===== config.mk =====
export PLATFORM = sky130hd
export DESIGN_NAME = runway_traffic_arbiter
export DESIGN_NICKNAME = d
export VERILOG_FILES = /design/src/rtl/icms_pkg.sv /design/src/rtl/req_fifo.sv /design/src/rtl/runway_traffic_arbiter.sv
export SDC_FILE = /design/constraint.sdc
export NUM_CORES = 1
export LEC_CHECK = 0
export BUFFER_PORTS_ARGS = -buffer_cell sky130_fd_sc_hd__buf_2
export CORE_MARGIN = 4
export CORE_UTILIZATION = 36
export CTS_BUF_LIST = sky130_fd_sc_hd__clkbuf_8
export CTS_CLUSTER_DIAMETER = 120
export DETAILED_ROUTE_END_ITERATION = 7
export PLACE_DENSITY = 0.57
export RECOVER_POWER = 50
export SYNTH_ARGS = -nofsm -noshare
export SYNTH_HDL_FRONTEND = slang
export SYNTH_SLANG_ARGS = --single-unit

===== constraint.sdc =====
create_clock -name CLK -period 2.21 [get_ports CLK]
set_clock_uncertainty 0.15 [all_clocks]
set_input_delay 0.221 -clock CLK [delete_from_list [all_inputs] [get_ports CLK]]
set_output_delay 0.221 -clock CLK [all_outputs]
set_load 0.01 [all_outputs]

===== src/rtl/icms_pkg.sv =====
// +----------------------------------------------------------------------------+
// | icms_pkg : shared encodings for the runway arbiter and ECSU display decode  |
// | Revision : 1.0                                                             |
// +----------------------------------------------------------------------------+
`default_nettype none

package icms_pkg;

  localparam int c_ID_W_DEFAULT = 4;

  typedef enum logic [1:0] {
    ARB_IDLE    = 2'b00,
    ARB_LANDING = 2'b01,
    ARB_TAKEOFF = 2'b10
  } arb_state_e;

  // Environmental control stage states, decoded by the cockpit/ATC display
  typedef enum logic [1:0] {
    ECSU_NORMAL    = 2'b00,
    ECSU_CAUTION   = 2'b01,
    ECSU_SEVERE    = 2'b10,
    ECSU_EMERGENCY = 2'b11
  } ecsu_state_e;

endpackage

`default_nettype wire


===== src/rtl/req_fifo.sv =====
// +----------------------------------------------------------------------------+
// | req_fifo : request queue with push/pop/flush, count, flags and head data   |
// | Revision : 1.0                                                             |
// +----------------------------------------------------------------------------+
`default_nettype none

module req_fifo
  import icms_pkg::*;
#(
  parameter int WIDTH = c_ID_W_DEFAULT,
  parameter int DEPTH = 4,
  parameter int CNT_W = 3
) (
  input  logic             CLK,
  input  logic             RST,
  input  logic             push,
  input  logic [WIDTH-1:0] push_data,
  input  logic             pop,
  input  logic             flush,
  output logic [CNT_W-1:0] count,
  output logic             full,
  output logic             empty,
  output logic [WIDTH-1:0] head
);

  localparam int c_PTR_W = $clog2(DEPTH);

  logic [WIDTH-1:0]   r_mem [DEPTH];
  logic [c_PTR_W-1:0] r_wr_ptr;
  logic [c_PTR_W-1:0] r_rd_ptr;
  logic [CNT_W-1:0]   r_count;
  logic               w_do_push;
  logic               w_do_pop;

  assign full      = (r_count == CNT_W'(DEPTH));
  assign empty     = (r_count == '0);
  assign count     = r_count;
  assign head      = r_mem[r_rd_ptr];
  // Full is judged before any same-edge pop, so a push into a full queue is lost
  assign w_do_push = push && !full;
  assign w_do_pop  = pop && !empty;

  always_ff @(posedge CLK or posedge RST) begin
    if (RST) begin
      r_wr_ptr <= '0;
      r_rd_ptr <= '0;
      r_count  <= '0;
    end else if (flush) begin
      r_wr_ptr <= '0;
      r_rd_ptr <= '0;
      r_count  <= '0;
    end else begin
      if (w_do_push) r_wr_ptr <= r_wr_ptr + c_PTR_W'(1);
      if (w_do_pop)  r_rd_ptr <= r_rd_ptr + c_PTR_W'(1);
      case ({w_do_push, w_do_pop})
        2'b10:   r_count <= r_count + CNT_W'(1);
        2'b01:   r_count <= r_count - CNT_W'(1);
        default: r_count <= r_count;
      endcase
    end
  end

  always_ff @(posedge CLK) begin
    if (w_do_push && !flush) r_mem[r_wr_ptr] <= push_data;
  end

endmodule

`default_nettype wire


===== src/rtl/runway_traffic_arbiter.sv =====
// +----------------------------------------------------------------------------+
// | runway_traffic_arbiter : landing-priority single-runway grant arbiter      |
// | Optional statistics outputs enabled by macro ARBITER_STATS_EN              |
// | Revision : 1.0                                                             |
// +----------------------------------------------------------------------------+
`default_nettype none

module runway_traffic_arbiter
  import icms_pkg::*;
#(
  parameter int ID_W           = c_ID_W_DEFAULT,
  parameter int QDEPTH         = 4,
  parameter int LAND_CYCLES    = 5,
  parameter int TAKEOFF_CYCLES = 3,
  parameter int CNT_W          = 3
) (
  input  logic             CLK,
  input  logic             RST,
  input  logic             land_req,
  input  logic [ID_W-1:0]  land_id,
  input  logic             takeoff_req,
  input  logic [ID_W-1:0]  takeoff_id,
  input  logic             severe_weather,
  input  logic             emergency_landing_alert,
  output logic             grant_valid,
  output logic             grant_is_landing,
  output logic [ID_W-1:0]  grant_id,
  output logic             runway_busy,
  output logic [CNT_W-1:0] land_q_count,
  output logic [CNT_W-1:0] takeoff_q_count,
  output logic             reject,
  output logic [1:0]       arb_state
`ifdef ARBITER_STATS_EN
  ,
  output logic [7:0]       total_landings,
  output logic [7:0]       total_takeoffs
`endif
);

  localparam int c_MAX_CYC = (LAND_CYCLES > TAKEOFF_CYCLES) ? LAND_CYCLES : TAKEOFF_CYCLES;
  localparam int c_TIMER_W = $clog2(c_MAX_CYC);

  arb_state_e           r_state, w_state_nx;
  logic [c_TIMER_W-1:0] r_timer, w_timer_nx;
  logic                 r_grant_valid, w_grant_valid_nx;
  logic                 r_grant_is_landing, w_grant_is_landing_nx;
  logic [ID_W-1:0]      r_grant_id, w_grant_id_nx;
  logic                 r_busy;
  logic                 r_reject;
  logic                 w_land_pop, w_to_pop;
  logic                 w_land_full, w_land_empty, w_to_full, w_to_empty;
  logic [ID_W-1:0]      w_land_head, w_to_head;
  logic                 w_land_rej, w_to_rej;

  assign w_land_rej = land_req && w_land_full;
  assign w_to_rej   = takeoff_req && (w_to_full || emergency_landing_alert);

  req_fifo #(.WIDTH(ID_W), .DEPTH(QDEPTH), .CNT_W(CNT_W)) u_land_q (
    .CLK(CLK), .RST(RST),
    .push(land_req), .push_data(land_id), .pop(w_land_pop), .flush(1'b0),
    .count(land_q_count), .full(w_land_full), .empty(w_land_empty), .head(w_land_head)
  );

  // Emergency flushes queued takeoffs every edge and blocks new ones
  req_fifo #(.WIDTH(ID_W), .DEPTH(QDEPTH), .CNT_W(CNT_W)) u_takeoff_q (
    .CLK(CLK), .RST(RST),
    .push(takeoff_req && !emergency_landing_alert), .push_data(takeoff_id),
    .pop(w_to_pop), .flush(emergency_landing_alert),
    .count(takeoff_q_count), .full(w_to_full), .empty(w_to_empty), .head(w_to_head)
  );

  always_comb begin
    w_state_nx            = r_state;
    w_timer_nx            = r_timer;
    w_grant_valid_nx      = 1'b0;
    w_grant_is_landing_nx = 1'b0;
    w_grant_id_nx         = '0;
    w_land_pop            = 1'b0;
    w_to_pop              = 1'b0;
    case (r_state)
      ARB_IDLE: begin
        if (!w_land_empty) begin
          w_land_pop            = 1'b1;
          w_grant_valid_nx      = 1'b1;
          w_grant_is_landing_nx = 1'b1;
          w_grant_id_nx         = w_land_head;
          w_state_nx            = ARB_LANDING;
          w_timer_nx            = c_TIMER_W'(LAND_CYCLES - 1);
        end else if (!w_to_empty && !severe_weather && !emergency_landing_alert) begin
          w_to_pop         = 1'b1;
          w_grant_valid_nx = 1'b1;
          w_grant_id_nx    = w_to_head;
          w_state_nx       = ARB_TAKEOFF;
          w_timer_nx       = c_TIMER_W'(TAKEOFF_CYCLES - 1);
        end
      end
      ARB_LANDING, ARB_TAKEOFF: begin
        if (r_timer == '0) w_state_nx = ARB_IDLE;
        else               w_timer_nx = r_timer - c_TIMER_W'(1);
      end
      default: w_state_nx = ARB_IDLE;
    endcase
  end

  always_ff @(posedge CLK or posedge RST) begin
    if (RST) begin
      r_state            <= ARB_IDLE;
      r_timer            <= '0;
      r_grant_valid      <= 1'b0;
      r_grant_is_landing <= 1'b0;
      r_grant_id         <= '0;
      r_busy             <= 1'b0;
      r_reject           <= 1'b0;
    end else begin
      r_state            <= w_state_nx;
      r_timer            <= w_timer_nx;
      r_grant_valid      <= w_grant_valid_nx;
      r_grant_is_landing <= w_grant_is_landing_nx;
      r_grant_id         <= w_grant_id_nx;
      r_busy             <= (w_state_nx != ARB_IDLE);
      r_reject           <= w_land_rej || w_to_rej;
    end
  end

  assign grant_valid      = r_grant_valid;
  assign grant_is_landing = r_grant_is_landing;
  assign grant_id         = r_grant_id;
  assign runway_busy      = r_busy;
  assign reject           = r_reject;
  assign arb_state        = r_state;

`ifdef ARBITER_STATS_EN
  logic [7:0] r_total_landings;
  logic [7:0] r_total_takeoffs;

  always_ff @(posedge CLK or posedge RST) begin
    if (RST) begin
      r_total_landings <= '0;
      r_total_takeoffs <= '0;
    end else begin
      if (w_grant_valid_nx && w_grant_is_landing_nx && (r_total_landings != 8'hFF))
        r_total_landings <= r_total_landings + 8'd1;
      if (w_grant_valid_nx && !w_grant_is_landing_nx && (r_total_takeoffs != 8'hFF))
        r_total_takeoffs <= r_total_takeoffs + 8'd1;
    end
  end

  assign total_landings = r_total_landings;
  assign total_takeoffs = r_total_takeoffs;
`endif

endmodule

`default_nettype wire


Yosys cells after proc, flatten, opt, wreduce, memory -nomap -nowiden
Memories as Yosys holds them, arrays and structs flattened.
Index checks and enable logic that the tools add are counted.
{ "classes": {"add_sub_neg": 9, "multipliers": 0, "div_mod_pow": 0, "magnitude_cmp": 0, "n_eq_ne": 10, "n_shift": 0, "n_mux": 29, "bitwise_logic": 0, "reduce_logical": 30} }
{ "op_table": {"columns": ["operator", "count"], "rows": [
  ["3-bit one-hot mux with 2 select lines", 3],
  ["2-bit 2-to-1 mux", 7],
  ["3-bit 2-to-1 mux", 4],
  ["4-bit 2-to-1 mux", 3],
  ["1-bit 2-to-1 mux", 11],
  ["1-bit logical AND", 10],
  ["2-bit nonzero test", 5],
  ["3-bit logical NOT", 3],
  ["3-bit by 1-bit subtractor with 3-bit output (second input constant)", 3],
  ["2-bit by 1-bit adder with 2-bit output (second input constant)", 4],
  ["3-bit by 1-bit adder with 3-bit output (second input constant)", 2],
  ["2-bit by 1-bit equality test with 1-bit output (second input constant)", 3],
  ["2-bit equality test (second input constant)", 3],
  ["3-bit equality test (second input constant)", 2],
  ["1-bit logical NOT", 6],
  ["2-bit one-hot mux with 2 select lines", 1],
  ["3-bit != test (second input constant)", 1],
  ["3-bit AND reduction", 1],
  ["3-bit nonzero test", 1],
  ["2-bit logical NOT", 1],
  ["1-bit logical OR", 2],
  ["2-bit != test (second input constant)", 1],
  ["2-bit OR reduction", 1]
]} }
{ "word_totals": {"register_bits": 27, "latchBits": 0, "ramBits": 32, "romBits": 0, "inputBits": 14, "out_inout_bits": 16, "wordCells": 93, "memories": 2} }
{ "mem_list": {"columns": ["memory", "words", "word_bits", "rd", "rd_ports_with_merged_regs", "write_ports", "line", "rtl"], "rows": [
  ["u_land_q.r_mem", 4, 4, 1, 0, 1, "req_fifo.sv:28", "logic [WIDTH-1:0] r_mem [DEPTH];"],
  ["u_takeoff_q.r_mem", 4, 4, 1, 0, 1, "req_fifo.sv:28", null]
]} }

Longest topological paths before layout
{ "depth": {"word_depth": 11, "depth_mapped": 10, "depth_no_buf": 10} }

Modules after synthesis
Synthesis repeated with hierarchy kept, for this count alone.
{ "hier_totals": {"hier_cells": 231, "area_unflattened_um2": 2960.3} }
{ "by_module_without_submodules": {"columns": ["mod", "n_inst", "cells_each", "area_each_um2", "seq_area_each_um2"], "rows": [
  ["req_fifo", 2, 86, 1159.9, 655.6],
  ["runway_traffic_arbiter", 1, 59, 640.6, 325.3]
]} }

Least setup slack after synthesis
OpenSTA, ideal clock, no wires.
{ "synth_timing": {"path_type": "register -> register", "startpoint": "register u_land_q.r_count[0], in the netlist u_land_q.count[0]", "endpoint": "register u_land_q.r_count[2], in the netlist u_land_q.count[2]", "setup_ns": 0.133, "arrival_time_ns": 1.999, "required_time_ns": 1.927, "path_slack_ns": -0.071, "stages_incl_launch_ff": 10, "path_buffers": 0, "period_less_slack_ns": 2.281, "cell_sequence": "dfrtp_1 or3_2 nand2_1 inv_1 ha_1 inv_1 fa_1 xor2_1 nor2_1 xor2_1"} }
{ "synth_between": {"elab_chain_len": 6, "word_cells_on_any_way": 14, "classes_between": "2 x add/sub; 3 x eq/ne; 3 x mux; 6 x reduce/logical"} }
{ "synth_lines": {"columns": ["item", "line", "rtl"], "rows": [
  ["start, declared", "req_fifo.sv:31", "logic [CNT_W-1:0] r_count;"],
  ["start signal, assigned", "req_fifo.sv:56", "2'b10: r_count <= r_count + CNT_W'(1);"],
  ["start signal, assigned", "req_fifo.sv:57", "2'b01: r_count <= r_count - CNT_W'(1);"],
  ["start signal, assigned", "req_fifo.sv:58", "default: r_count <= r_count;"],
  ["3-bit logical NOT *", "req_fifo.sv:36", "assign empty = (r_count == '0);"],
  ["1-bit 2-to-1 mux *", "runway_traffic_arbiter.sv:82", "if (!w_land_empty) begin"],
  ["1-bit 2-to-1 mux *", "runway_traffic_arbiter.sv:80", "case (r_state)"],
  ["net u_land_q.pop", "req_fifo.sv:18", "input logic pop,"],
  ["1-bit logical AND *", "req_fifo.sv:41", "assign w_do_pop = pop && !empty;"],
  ["2-bit by 1-bit equality test with 1-bit output or 2-bit equality test (tied branches)", "req_fifo.sv:55", "case ({w_do_push, w_do_pop})"],
  ["3-bit one-hot mux with 2 select lines or 2-bit nonzero test (tied branches)", null, null]
]} }
The timed path passes the listed nets; every way through them passes the cells marked *.
A chain may end at the register's enable or synchronous reset.

Worst setup path after layout
{ "layout_timing": {"startpoint": "register u_takeoff_q.r_count[2], in the netlist u_takeoff_q.count[2]", "endpoint": "register u_takeoff_q.r_count[2], in the netlist u_takeoff_q.count[2]"} }
{ "layout_between": {"elab_chain_len": 11, "word_cells_on_any_way": 18, "classes_between": "2 x add/sub; 3 x eq/ne; 5 x mux; 8 x reduce/logical"} }
{ "layout_lines": {"columns": ["item", "line", "rtl"], "rows": [
  ["start, declared", "req_fifo.sv:31", null],
  ["start signal, assigned", "req_fifo.sv:56", null],
  ["start signal, assigned", "req_fifo.sv:57", null],
  ["start signal, assigned", "req_fifo.sv:58", null],
  ["3-bit logical NOT", "req_fifo.sv:36", null],
  ["1-bit logical NOT", "req_fifo.sv:41, runway_traffic_arbiter.sv:89", null],
  ["1-bit logical AND (2 in a row)", "runway_traffic_arbiter.sv:89", "end else if (!w_to_empty && !severe_weather && !emergency_landing_alert) begin"],
  ["1-bit 2-to-1 mux", "runway_traffic_arbiter.sv:89", null],
  ["1-bit 2-to-1 mux", "runway_traffic_arbiter.sv:82", null],
  ["1-bit 2-to-1 mux", "runway_traffic_arbiter.sv:80", null],
  ["1-bit logical AND", "req_fifo.sv:41", null],
  ["2-bit by 1-bit equality test with 1-bit output or 2-bit equality test (tied branches)", "req_fifo.sv:55", null],
  ["3-bit one-hot mux with 2 select lines", "req_fifo.sv:55", null],
  ["3-bit 2-to-1 mux", "req_fifo.sv:48", "end else if (flush) begin"]
]} }
Parallel ways exist; a longest one is shown, timed or not.

==> results.py <==
metrics = {
    "global_route": {
        "grt_pass1_vias": 1687,
        "grt_pass1_wl_um": 8380,
        "grt_max_degree": 28,
        "antenna_found_initial": 0,
        "grt_usage_pct": 12.6,
        "grt_overflow": 0,
    },
    "cts": {
        "cts_tree": "done",
        "insertion_delay_ns": 0.34,
        "clkTransAtPathRegs_ns": 0.07,
        "htreeDepth": 3,
        "cts_buffer_depth": 2,
        "cts-root-buf": "clkbuf_8",
        "numCtsBuffers": 9,
        "clock_sinks": 59,
    },
    "place": {
        "port_buffers": 29,
        "place_congestion": 0.828,
        "dp.cells": 331,
        "detailed_place_hpwl_um": 3720,
    },
    "logic_synthesis": {
        "syn-cell-area_um2": 2740,
        "synth_edf_count": 32,
        "synth_seq_area_share_pct": 59.8,
        "synth_nets": 224,
        "ys_types": 44,
        "async_flop_share_pct": 45.8,
        "synth.area.top_cells": "edfxtp_1 35%, dfrtp_1 25%, mux4_2 6.6%",
        "synth-main-ff-cell": "edfxtp_1",
        "synth_top_cell_by_area": "edfxtp_1",
        "yosys_warnings": 0,
        "synth_seq_cells": 59,
        "synth.avg_cell_area_um2": 14.0,
        "syn-instance-count": 195,
        "yosysTopAreaCellShare_pct": 35.1,
    },
    "die": {
        "core_um2": 7330,
        "rows": 31,
        "top_level_ports": 30,
        "die_area_um2": 9060,
        "start_util_pct": 37.3,
        "fp.dieW_um": 95.2,
        "die_h_um": 95.2,
    },
    "layout": {
        "drive_gt1_share_pct": 28.4,
        "stdcell_count": 360,
        "num-fill-cells": 671,
        "layout_commonest_cell": "edfxtp_1",
        "antenna_cells": 0,
        "syn2layout_area_growth_pct": 25.1,
        "final_nets": 285,
        "multi_input_area_um2": 1050,
        "final_core_util_pct": 46.7,
        "final_cell_mix": "32 x edfxtp_1, 24 x dfrtp_1, 20 x inv_1, 16 x buf_4, 15 x buf_2",
        "seq_area_um2": 1640,
    },
    "timing": {
        "finalHoldViolations": 0,
        "worst_slew_pin_slew_ns": 0.714,
        "final.min_clock_period_ns": 2.17,
        "max_freq_ghz": 0.462,
        "max_slew_margin_pct": 52.4,
        "tns_ns": 0,
        "grt_setup_unrepaired": "true",
        "slew_viol_final": 0,
        "setup_viol": 0,
        "period_share_pct": 98.0,
    },
    "setup_path": {
        "arrival_ns": 2.28,
        "worstSetupPathType": "flip-flop to flip-flop",
        "worst_setup_path_start_kind": "flip-flop",
        "end_kind": "flip-flop",
        "required_ns": 2.32,
        "cp_max_fo": 5,
    },
    "route": {
        "drt_iter0_markers": 64,
        "avgViaCountPerCell": 4.53,
        "routed_wl_um": 5180,
        "drc": 0,
        "vias": 1629,
        "wl_per_cell_um": 14.4,
        "ant_nets": 0,
        "firstDrtPassIters": 4,
    },
    "power": {
        "power_switching_mw": 1.30,
        "pwr-share-clk_pct": 23.3,
        "ir_worst_vdd_mv": 0.561,
        "seq_power_share_pct": 40.3,
        "power.leakage_nw": 1.43,
        "p_comb_share_pct": 36.4,
        "p_int_mw": 2.65,
        "power.density_cell_area_nw_per_um2": 1150,
        "p_sw_share_pct": 32.8,
    },
    "worst_hold_path": {
        "hp-class": "input pin to flip-flop",
    },
    "flow_run": {
        "maxCapViolations": 0,
    },
    "status": {
        "status": "finished clean",
    },
}
==> area by class of cell <==
cell class / instances / area share, %
clock buffers: 9 / 3.62
well taps: 99 / 3.62
clock inverters: 7 / 1.76
multi-input cells: 111 / 30.8
inverters: 20 / 2.19
repair buffers: 55 / 10.0
flip-flops and latches: 59 / 48.0
==> cell families (layout without fill, tap and decap cells) <==
kind of cell	after synthesis	count (layout)	share of synthesized area [%]
flops	59	59	59.8
simple gates	47	47	10.3
compound gates	26	26	6.77
buf+inv	25	91	3.57
fa+ha+maj	15	15	7.41
mux	14	14	8.97
xor+xnor	9	9	3.16
==> cells in the mapped netlist, types with 2 or more instances <==
| master | n |
|---|---|
| edfxtp_1 | 32 |
| dfrtp_1 | 27 |
| inv_1 | 20 |
| ha_1 | 13 |
| nand2_1 | 11 |
| nor2_1 | 9 |
| and2_1 | 8 |
| mux4_2 | 8 |
| o21ai_0 | 8 |
| mux2i_1 | 5 |
| a21oi_1 | 4 |
| xnor2_1 | 4 |
| xor2_1 | 4 |
| buf_2 | 3 |
| nand2b_1 | 3 |
| nor2b_1 | 3 |
| a211oi_1 | 2 |
| a21boi_0 | 2 |
| clkbuf_1 | 2 |
| fa_1 | 2 |
| nor3b_1 | 2 |
==> through the flow <==
step / total power, mW / hold slack (ns) / area [um^2] / setup WS [ns]
after floorplan: 2.54 / 0.124 / 2760 / 0.00258
after global placement: 2.94 / 0.160 / 3100 / 0.0430
after detailed placement: 2.97 / 0.167 / 3100 / 0.0641
after CTS: 3.92 / 0.0151 / 3370 / 0.0341
after global routing: 4.24 / 0.0431 / 3420 / -0.0176
final: 3.95 / 0.0337 / 3420 / 0.0433
==> critical path, cell delays in order (launching register included) <==
cell       delay (ns)
dfrtp_1          0.43
or3_4            0.42
o2111ai_2        0.11
inv_1            0.08
fa_1             0.39
nor3b_1          0.16
a2bb2oi_2        0.15
mux2i_1          0.20
==> power groups by stage <==
stage               sequential, mW  clock, mW  combinational (mW)
finish                        1.59      0.920                1.44
global route                  1.63       1.01                1.61
CTS                           1.60      0.955                1.37
detailed placement            1.62          0                1.35
global placement              1.61          0                1.33
floorplan                     1.63          0               0.912
==> layer usage <==
| metal | GRT usage [%] | vias to the layer above | wire length, um |
|---|---|---|---|
| met1 | 16.3 | 780 | 2400 |
| met3 | 3.63 | 8 | 222 |
| met5 | 0 | - | 0 |
| met2 | 19.5 | 28 | 2480 |
| met4 | 6.13 | 0 | 82 |
| li1 | - | 813 | - |
==> state kept, by name (all words and copies together) (netlist names) <==
| name | flops |
|---|---|
| grant_is_landing | 1 |
| u_land_q.count | 3 |
| u_land_q.r_rd_ptr | 2 |
| u_takeoff_q.r_rd_ptr | 2 |
| arb_state | 2 |
| u_takeoff_q.count | 3 |
| grant_valid | 1 |
| grant_id | 4 |
| u_land_q.r_mem | 16 |
| runway_busy | 1 |
| reject | 1 |
| u_takeoff_q.r_mem | 16 |
| r_timer | 3 |
| u_takeoff_q.r_wr_ptr | 2 |
| u_land_q.r_wr_ptr | 2 |
==> timing repair <==
item / in CTS / in global routing
buffers inserted: 0 / 4
gates resized for setup: 0 / 7
hold endpoints to repair: 59 / 0
hold buffers: 9 / 0
endpoints found under the setup margin: 0 / 3
==> path summary, 6_finish.rpt <==
check                           cells after the start                          endpoint  slack, ns                              from
worst max-delay path                                7  u_takeoff_q.count[2]$_DFFE_PP0P_       0.04  u_takeoff_q.count[2]$_DFFE_PP0P_
worst min-delay path                                3                  reject$_DFF_PP0_       0.03                       takeoff_req
worst max register to register                      7  u_takeoff_q.count[2]$_DFFE_PP0P_       0.04  u_takeoff_q.count[2]$_DFFE_PP0P_
worst min register to register                      2            r_timer[1]$_DFFE_PP0P_       0.39            r_timer[1]$_DFFE_PP0P_
max in group asynchronous                           4     u_land_q.count[0]$_DFFE_PP0P_       0.94                               RST
min in group asynchronous                           4             grant_id[2]$_DFF_PP0_       0.47                               RST
Note: power is estimated with default switching activity, not from simulation.
